`config.mk`:
```
export PLATFORM = sky130hd
export DESIGN_NAME = arbitro_rr_4x1
export DESIGN_NICKNAME = d
export VERILOG_FILES = /design/src/rtl/arbitro_rr_4x1.sv
export SDC_FILE = /design/constraint.sdc
export NUM_CORES = 1
export LEC_CHECK = 0
export CAP_MARGIN = 30
export CORE_MARGIN = 5
export CORE_UTILIZATION = 39
export DETAILED_ROUTE_END_ITERATION = 6
export PLACE_DENSITY_LB_ADDON = 0.2
export SYNTH_ARGS = -nofsm -noshare
export SYNTH_HDL_FRONTEND = slang
export SYNTH_SLANG_ARGS = --single-unit
```
`constraint.sdc`:
```
create_clock -name clock -period 2.25 [get_ports clock]
set_input_delay 0.3375 -clock clock [delete_from_list [all_inputs] [get_ports clock]]
set_output_delay 0.3375 -clock clock [all_outputs]
set_load 0.05 [all_outputs]
```
`src/rtl/arbitro_rr_4x1.sv`:
```
// Round-robin 4:1 arbiter with hold timeout, driving a shared N-bit
// output through an internal mux4x1 selected by the registered owner.

module mux4x1 #(
    parameter int N = 7
) (
    input  logic [N-1:0] D0,
    input  logic [N-1:0] D1,
    input  logic [N-1:0] D2,
    input  logic [N-1:0] D3,
    input  logic [1:0]   SEL,
    output logic [N-1:0] Y
);

    always_comb begin
        Y = D0;
        unique case (SEL)
            2'd0: Y = D0;
            2'd1: Y = D1;
            2'd2: Y = D2;
            2'd3: Y = D3;
        endcase
    end

endmodule

module arbitro_rr_4x1 #(
    parameter int N        = 7,
    parameter int MAX_HOLD = 8
) (
    input  logic         clock,
    input  logic         reset_n,
    input  logic [3:0]   req,
    input  logic [N-1:0] D0,
    input  logic [N-1:0] D1,
    input  logic [N-1:0] D2,
    input  logic [N-1:0] D3,
    output logic [3:0]   gnt,
    output logic [1:0]   sel,
    output logic         valid,
    output logic [N-1:0] OUT,
    output logic         preempt
);

    localparam int CW = $clog2(MAX_HOLD) + 1;
    localparam logic [CW-1:0] LAST = CW'(MAX_HOLD - 1);

    typedef enum logic {
        IDLE,
        GRANT
    } state_t;

    state_t        state_q;
    logic [1:0]    owner_q;
    logic [1:0]    ptr_q;
    logic [CW-1:0] cnt_q;
    logic [3:0]    gnt_q;
    logic [1:0]    sel_q;
    logic          preempt_q;

    logic [1:0]    win_d;
    logic [3:0]    win_oh_d;
    logic          found_d;
    logic [1:0]    idx_d;
    logic [N-1:0]  mux_y;

    // First requester found scanning upward from ptr, wrapping mod 4.
    always_comb begin
        win_d   = ptr_q;
        found_d = 1'b0;
        idx_d   = ptr_q;
        for (int k = 0; k < 4; k++) begin
            idx_d = ptr_q + 2'(k);
            if (!found_d && req[idx_d]) begin
                win_d   = idx_d;
                found_d = 1'b1;
            end
        end
        win_oh_d = 4'b0001 << win_d;
    end

    always_ff @(posedge clock or negedge reset_n) begin
        if (!reset_n) begin
            state_q   <= IDLE;
            owner_q   <= 2'd0;
            ptr_q     <= 2'd0;
            cnt_q     <= '0;
            gnt_q     <= 4'b0000;
            sel_q     <= 2'd0;
            preempt_q <= 1'b0;
        end else begin
            preempt_q <= 1'b0;
            case (state_q)
                IDLE: begin
                    if (found_d) begin
                        state_q <= GRANT;
                        owner_q <= win_d;
                        sel_q   <= win_d;
                        gnt_q   <= win_oh_d;
                        cnt_q   <= '0;
                    end
                end
                GRANT: begin
                    if (!req[owner_q]) begin
                        state_q <= IDLE;
                        gnt_q   <= 4'b0000;
                        ptr_q   <= owner_q + 2'd1;
                        cnt_q   <= '0;
                    end else if (cnt_q == LAST) begin
                        state_q   <= IDLE;
                        gnt_q     <= 4'b0000;
                        ptr_q     <= owner_q + 2'd1;
                        cnt_q     <= '0;
                        preempt_q <= 1'b1;
                    end else begin
                        cnt_q <= cnt_q + 1'b1;
                    end
                end
                default: state_q <= IDLE;
            endcase
        end
    end

    mux4x1 #(
        .N(N)
    ) u_mux (
        .D0  (D0),
        .D1  (D1),
        .D2  (D2),
        .D3  (D3),
        .SEL (sel_q),
        .Y   (mux_y)
    );

    assign gnt     = gnt_q;
    assign sel     = sel_q;
    assign valid   = |gnt_q;
    assign preempt = preempt_q;
    assign OUT     = valid ? mux_y : '0;

endmodule

```
==> results of run 1 <==
[power by group through the flow]
| stage | clock (uW) | sequential [uW] | combinational [uW] |
|---|---|---|---|
| floorplan | 0 | 589 | 977 |
| global placement | 0 | 455 | 1580 |
| detailed placement | 0 | 463 | 1600 |
| CTS | 192 | 461 | 1600 |
| global route | 203 | 500 | 1820 |
| finish | 189 | 481 | 1690 |
[final cells by class]
cell class              count  area (um2)
inverters                   4        17.5
flip-flops and latches     14         353
clock buffers               4        36.3
repair buffers             53         502
fillers                   189         687
well taps                  28        35.0
multi-input cells          81         624
[worst min path at each step]
stage	from	to	depth (start not counted)
after floorplan	reset_n	cnt_q[0]$_DFFE_PN0P_	0
after global routing	reset_n	ptr_q[1]$_DFFE_PN0P_	1
after CTS	reset_n	sel[1]$_DFFE_PN0P_	1
after detailed placement	cnt_q[2]$_DFFE_PN0P_	cnt_q[2]$_DFFE_PN0P_	1
after global placement	cnt_q[0]$_DFFE_PN0P_	cnt_q[0]$_DFFE_PN0P_	1
final	reset_n	ptr_q[1]$_DFFE_PN0P_	1
[placed cells by master, fill, tap and decap left out, drive strengths merged]
cell type	synthesis	final
a211o	2	2
a21boi	2	2
a21o	1	1
a21oi	8	8
a222oi	7	7
a22o	2	2
a2bb2o	1	1
a311oi	1	1
a32o	1	1
and2b	1	1
buf	0	13
clkbuf	1	4
clkdlybuf4s50	0	40
dfrtp	14	14
ha	5	5
inv	4	4
mux2	1	1
mux2i	2	2
mux4	1	1
nand2	4	4
nand2b	1	1
nand3	2	2
nand3b	1	1
nand4	1	1
nor2	21	21
nor2b	2	2
nor3	1	1
nor3b	2	2
nor4	2	2
o21ai	4	4
o21bai	1	1
o22a	1	1
o22ai	2	2
o2bb2ai	1	1
[worst reg2reg max path: cells and delay by family (launching register included)]
kind,cells,cell delay (ps)
DFF,1,480
AOI/OAI and AO/OA,1,230
muxes,2,910
buffers and inverters,1,150
[registers in the layout, summed over array words and instances (netlist names)]
signal,count
state_q,1
preempt,1
ptr_q,2
gnt,4
sel,2
cnt_q,4
[logic make-up after synthesis]
kind of cell,Yosys count
flops,14
simple gates,38
compound gates,34
mux,4
buf+inv,5
fa+ha+maj,5
[metal layers]
layer  global-route usage [%]  part of all wire (%)
met1                     21.7                    43
met2                     29.0                    51
met3                     4.14                   5.3
met4                     6.80                  0.59
met5                        0                     0
[metrics by stage]
| step | instance area [um2] | setup slack, ps |
|---|---|---|
| after floorplan | 950 | -126 |
| after global placement | 1460 | 178 |
| after detailed placement | 1460 | 142 |
| after CTS | 1500 | 22.6 |
| after global routing | 1570 | -41.9 |
| final | 1570 | 102 |
[timing repair]
| item | CTS | global route |
|---|---|---|
| setup buffers | 0 | 2 |
| endpoints found under the setup margin | 7 | 7 |
| pin swaps | 1 | 3 |
| endpoints found under the hold margin | 0 | 0 |
| gates resized for setup | 2 | 12 |
==> results.md, run 1 <==
- The flow ran to the end, and the final reports show no timing, DRC or antenna violations.
- Entering global routing, the biggest net connects 15 pins.
- The post-synthesis cell type count is 34.
- The die covers 3500 um2.
- Across the run, the number of max-cap violations was 0.
- Setup repair after global routing could not meet its margin everywhere.
- The critical path buffer and inverter count is 2.
- The die height is 59.2 um.
- The cell count after placement is 178.
- By area, the combinational part of the netlist is dominated by compound AO/OA/AOI/OAI gates.
- The launching point of the worst reg2reg path is sel[0]$_DFFE_PN0P_.
- The number of antenna violations at the first check in global routing was 0.
- The critical path starts at sel[0]$_DFFE_PN0P_.
- The count of final max-slew check failures is 0.
- After synthesis, the mean cell area works out to 9.42 um2.
- The internal power is 1110 uW.
- The share of synthesized cell area in full adder, half adder and majority cells is 6.64%.
- The share of synthesized cell area in and, or, nand and nor gates is 19.1%.
- Once layout is complete, the utilization of the core stands at 69.5%.
- Synthesis handed over a netlist of 100 instances.
- The critical path's largest stage delay is 480 ps.
- The starting density of the core is 41.8%.
- The number of levels the H-tree was split into is 1.
- The count of endpoints failing setup in the final report is 0.
- Data on the critical path arrives at its endpoint at 1810 ps.
- Ranked by total cell area, the synthesized netlist is headed by dfrtp_1 (37%), nor2_1 (8.0%), a222oi_1 (7.4%).
- After the first detailed-routing iteration, the DRC count stood at 42.
- The number of warnings issued by yosys is 0.
- The first detailed-routing pass took 5 iterations.
- The fraction of final layout cells with drive strength greater than 1 is 23.1%.
- The worst setup path is launched from a flop.
- The signal on the critical path passes through inv_4, ha_4, a222oi_1, nor2_1, a21oi_1, nor2_2, buf_4.
- In the routed design, unresolved DRC markers number 0.
- dfrtp_1 takes more of the synthesized area than any other cell.
- In this run the deepest clock path goes through 2 buffers.
- The slew at the pin closest to its max-slew limit is 618 ps.
- In this design, the largest share of critical-path delay is due to flip-flops.
- The worst reg-to-reg setup slack is 370 ps.
- The register area share after synthesis is 37.2%.
- Buffers placed on the I/O ports in this run total 48.
- Compared with the post-synthesis result, the final layout area differs by 66.4%.
- Net switching is 53.2% of the power.
- The final hold violation count is 0.
- The total leakage power is 0.000664 uW.
- The critical-path maximum fanout is 7.
- The global-route congestion overflow total is 0.
- Across every metal layer, demand over resource in global routing totals 17.5%.
- The proportion of netlist area held by the largest area contributor is 37.2%.
- The worst path required time is 1910 ps.
- The remaining max-slew budget at the tightest pin is 58.7%.
- The post-synthesis net count is 139.
- Between clock sinks in the finished design, the worst skew comes to 6.25 ps.
- The path class of the tightest hold or removal check is in -> async.
- Timing would allow up to 0.466 GHz.
- The core outline area is 2250 um2.
- The cell with the biggest individual delay on the critical path is dfrtp_2.
- In the synthesized netlist the dominant register cell turns out to be dfrtp_1.
- The endpoint of the worst-slack reg-to-reg timing path is ptr_q[1]$_DFFE_PN0P_.
- Detailed placement ended at an HPWL of 2.30 mm.
- CTS saw 14 sinks.
- The worst path in the final design needs a cycle of 2150 ps, including I/O delays and setup.
- TritonCTS built the clock tree.
- The proportion of register bits with asynchronous set or reset after synthesis is 100%.
- In this run, post-CTS hold repair placed 0 buffers.
- The boundary pin count is 49.
- The final worst-path cycle share is 95.5%.
- After Yosys synthesis, XOR and XNOR cells account for 0% of the synthesized area.
- In the final timing run, aggregate negative setup slack is 0 ps.
- At the end of routability-driven placement, the weighted congestion stood at 0.811.
- The cell chosen for the clock root is clkbuf_4.
- Combinational logic burns 71.6% of the power.
- In this run the core area contains 17 standard-cell rows.
- For this run, the number of standard cells in the final layout without fillers is 184.
- The wire length per cell after detailed routing is 15.7 um.
- The routed wire length is 2.90 mm.
- Summing the areas of all compound-gate instances in the mapped netlist gives 29.3% of the synthesized area.
- The largest voltage drop on the vdd net is 0.00134 V.
- By count the netlist is led by nor2_1 (20), dfrtp_1 (14), a21oi_1 (8).
- Across all hold checks on the routed design, the worst slack comes to 423 ps.
- Dividing total power by cell area gives a power density of 1510 nW/um2.
- In this run, synthesis produced a sequential element count of 14.
- The first global-routing pass estimated 4.56 mm of wire.
- The net switching power is 1260 uW.
- The number of cells on the worst reg-to-reg path is 4.
- The synthesized design contains 0 enable-type register cells.
- The timing endpoint of the critical path is OUT[5].
- The clock network is responsible for 8.0% of the overall power.
- The floorplan step set the die width to 59.2 um.
- The post-detailed-route via-to-cell ratio is 5.66.
- The kind of end point of the critical path is an output port.
- The overall power of the completed layout is 2360 uW.
- Measured against the total synthesized area, the mux share comes to 5.71%.
- Across all layers, the routed design uses 1042 vias.
- The number of buffers added by the clock tree synthesis step is 3.
- The most frequent cell after synthesis is nor2_1.
- The via count of the first global-routing pass is 955.
- In the final design database the tool counted 196 nets.
- The critical path is of the reg -> out type.
- At the later pin of the worst-skew pair, clock insertion delay measures 290 ps.
- The detail route stage leaves a number of antenna-violating nets equal to 0.
- Clock-pin slew was measured on the worst setup and hold paths at 90 ps.
- The critical path runs through a total of 7 cells.
- The mapped cell area is 942 um2.
- The number of antenna diodes in the final layout is 0.
- The sequential power share is 20.4%.
No activity file was read; power rests on OpenSTA's default activity.
==> run 2, diff against run 1 <==
--- a/config.mk
+++ b/config.mk
@@ -9,6 +9,7 @@
 export CORE_MARGIN = 5
 export CORE_UTILIZATION = 39
 export DETAILED_ROUTE_END_ITERATION = 6
+export GPL_TIMING_DRIVEN = 0
 export PLACE_DENSITY_LB_ADDON = 0.2
 export SYNTH_ARGS = -nofsm -noshare
 export SYNTH_HDL_FRONTEND = slang
==> constraint.sdc (replaced) <==
create_clock -name clock -period 2.4 [get_ports clock]
set_input_delay 0.36 -clock clock [delete_from_list [all_inputs] [get_ports clock]]
set_output_delay 0.36 -clock clock [all_outputs]
set_load 0.05 [all_outputs]
==> run 2 against run 1 <==
Clock power decreased by 9.5%. Power is 12% lower. Register-to-register slack improved by 300 ps. Non-clock buffer count is 3 lower. Critical path type unchanged. First-iteration DRC count is 14% higher. Critical endpoint is now OUT[4]. Combinational power decreased by 14%. Highest routed layer unchanged. Via count fell by 2.8%. Clock skew decreased by 1.3 ps. Clock-buffer cell count unchanged.
==> results.md, run 2 (synthesized netlist as in run 1, its figures left out) <==
- The kind of end point of the critical path was an output port (unchanged).
- The global-route congestion overflow total is 0 (unchanged).
- The number of nets in the finished design came to 193 (was 196).
- The routed wire length came to 2.70 mm (was 2.90 mm).
- The clock tree skew after final layout is 4.98 ps (was 6.25 ps).
- The buffer count from post-CTS setup fixing is 0 (unchanged).
- The reported max-cap violation count was 0 (unchanged).
- The worst setup path startpoint is sel[0]$_DFFE_PN0P_ (unchanged).
- The power per cell area is 1390 nW/um2 (was 1510 nW/um2).
- The boundary pin count is 49 (unchanged).
- The die height was 59.2 um (unchanged).
- The floorplan die width is 59.2 um (unchanged).
- The slew at the pin closest to its max-slew limit is 634 ps (was 618 ps).
- The worst hold path class is in -> async (unchanged).
- The worst reg-to-reg setup slack came to 670 ps (was 370 ps).
- The number of remaining DRC errors is 0 (unchanged).
- The final hold violation count is 0 (unchanged).
- The worst path required time came to 2040 ps (was 1910 ps).
- The post-synthesis to final-layout area growth is 58.8% (was 66.4%).
- Most frequent cells in the layout: clkdlybuf4s50_1 (40), nor2_1 (17), dfrtp_1 (12) (was clkdlybuf4s50_1 (40), nor2_1 (17), dfrtp_1 (12), buf_4 (12)).
- The count of endpoints failing setup in the final report was 0 (unchanged).
- Timing would allow up to 0.449 GHz.
- The final worst-path cycle share is 92.9%.
- The number of hold buffers added after cts is 0 (unchanged).
- The number of cells traversed by the worst register-to-register path is 3 (was 4).
- The overall global routing resource usage was 16.0% (was 17.5%).
- Result of the run: complete, no violations (unchanged).
- RSZ-0062 raised after global routing: false (was true).
- The post-detailed-route via-to-cell ratio is 5.60 (was 5.66).
- The endpoint of the worst-slack reg-to-reg timing path is ptr_q[1]$_DFFE_PN0P_ (unchanged).
- The number of diodes came to 0 (unchanged).
- The count of final max-slew check failures is 0 (unchanged).
- The critical-path maximum fanout is 10 (was 7).
- The clock network latency to the later pin of the worst-skew pair was 280 ps (was 290 ps).
- The number of sinks handled by clock tree synthesis is 14 (unchanged).
- The remaining max-slew budget at the tightest pin is 57.6% (was 58.7%).
- The number of buffers added by the clock tree synthesis step is 3 (unchanged).
- The wire length of the first global-routing pass is 4.28 mm (was 4.56 mm).
- The core outline area is 2250 um2 (unchanged).
- The classification of the worst setup path is reg -> out (unchanged).
- The clock-pin slew on the worst setup and hold paths is 90 ps (about the same).
- The wire length per cell after detailed routing is 14.9 um (was 15.7 um).
- The largest voltage drop on the vdd net was 0.00102 V (was 0.00134 V).
- The endpoint arrival time on the critical path is 1870 ps (was 1810 ps).
- The starting DRC count in detailed routing came to 48 (was 42).
- The kind of start point of the critical path is a flop (unchanged).
- The area of the die is 3500 um2 (unchanged).
- The total leakage power was 0.000656 uW (was 0.000664 uW).
- The final critical path time including I/O delays and setup is 2230 ps.
- The final-layout setup total negative slack came to 0 ps (unchanged).
- The starting density of the core was 41.8% (unchanged).
- The number of antenna violations at the first check in global routing is 0 (unchanged).
- The cell chosen for the clock root is clkbuf_4 (unchanged).
- The sum of net half-perimeters after detailed placement is 2.23 mm (was 2.30 mm).
- The launching point of the worst reg2reg path is sel[0]$_DFFE_PN0P_ (unchanged).
- The number of buffers inserted by port buffering is 48 (unchanged).
- The count of antenna-violating nets left after detailed routing is 0 (unchanged).
- The via count of the first global-routing pass is 944 (was 955).
- The fraction of final layout cells with drive strength greater than 1 is 17.6% (was 23.1%).
- The maximum clock path buffer count is 2 (unchanged).
- The number of vias in the routed layout is 1013 (was 1042).
- The number of iterations in the first detailed-routing pass is 5 (unchanged).
- The total number of placement rows is 17 (unchanged).
- The leading cell type in the layout, fill and taps excluded is clkdlybuf4s50_1 (unchanged).
- The final cell utilization of the core is 66.4% (was 69.5%).
- The number of levels the H-tree was split into came to 1 (unchanged).
- The global placement routability congestion is 0.836 (was 0.811).
- The pin count of the biggest net entering global routing is 15 (unchanged).
- The TritonCTS clock tree is yes (unchanged).
==> run 2: cell count changes in the layout (fill, tap and decap cells not counted), sizes merged <==
cell          delta
clkbuf           +1
buf              -5
dlymetal6s2s     +1
==> run 2: what timing repair did <==
item	4_1_cts	5_1_grt
setup endpoints to repair	8	7
pin swaps	0	2
resized for setup	37	6
cloned	0	0
==> run 2: worst max-delay path, stage by stage (launching register included) <==
cell and delay [ps]:
dfrtp_2 460, inv_1 140, ha_1 250, clkbuf_2 240
nor2_1 70, a21oi_1 160, nor2_2 40, buf_2 220
==> run 2: stage by stage <==
stage / area (um2) / total power (uW) / hold slack (ps) / cells / setup WS, ps
final: 1500 / 2070 / 462 / 181 / 170
after global routing: 1500 / 2220 / 532 / 181 / 16.8
after CTS: 1490 / 2090 / 473 / 181 / 15.3
after detailed placement: 1470 / 1950 / 505 / 177 / -189
after global placement: 1470 / 1910 / 500 / 176 / -333
after floorplan: 950 / 1470 / 64.4 / 100 / 1.19
==> run 2: area by class of cell <==
class                      instances  area (um2)
fill                             203         758
sequential                        14         353
tap                               28        35.0
clock buffer                       4        36.3
inverter                           4        15.0
buffer                             1        5.00
multi-input combinational         81         601
timing repair buffer              49         452
==> run 2: how the worst max path moves through the flow <==
stage / slack, ps / endpoint / cells after the start
5_1_grt: 20 / OUT[4] / 7
3_5_place_dp: -190 / OUT[1] / 4
3_3_place_gp: -330 / OUT[1] / 3
6_report: 170 / OUT[4] / 7
4_1_cts: 20 / OUT[0] / 7
2_1_floorplan: 1 / OUT[0] / 5
==> run 2: where the power goes <==
part           switching (uW)  leakage, uW  total, uW  internal, uW
logic                     929     0.000457       1460           527
registers                 121     0.000178        446           325
clock network            78.4    0.0000210        171          92.4
total                    1130     0.000656       2070           945
==> run 2: metal layers <==
metal / part of all wire (%) / routed length, um / global-route usage [%]
met1: 44 / 1180 / 21.6
met2: 48 / 1310 / 25.1
met3: 7.2 / 195 / 5.01
met4: 0.63 / 17 / 3.88
met5: 0 / 0 / 0
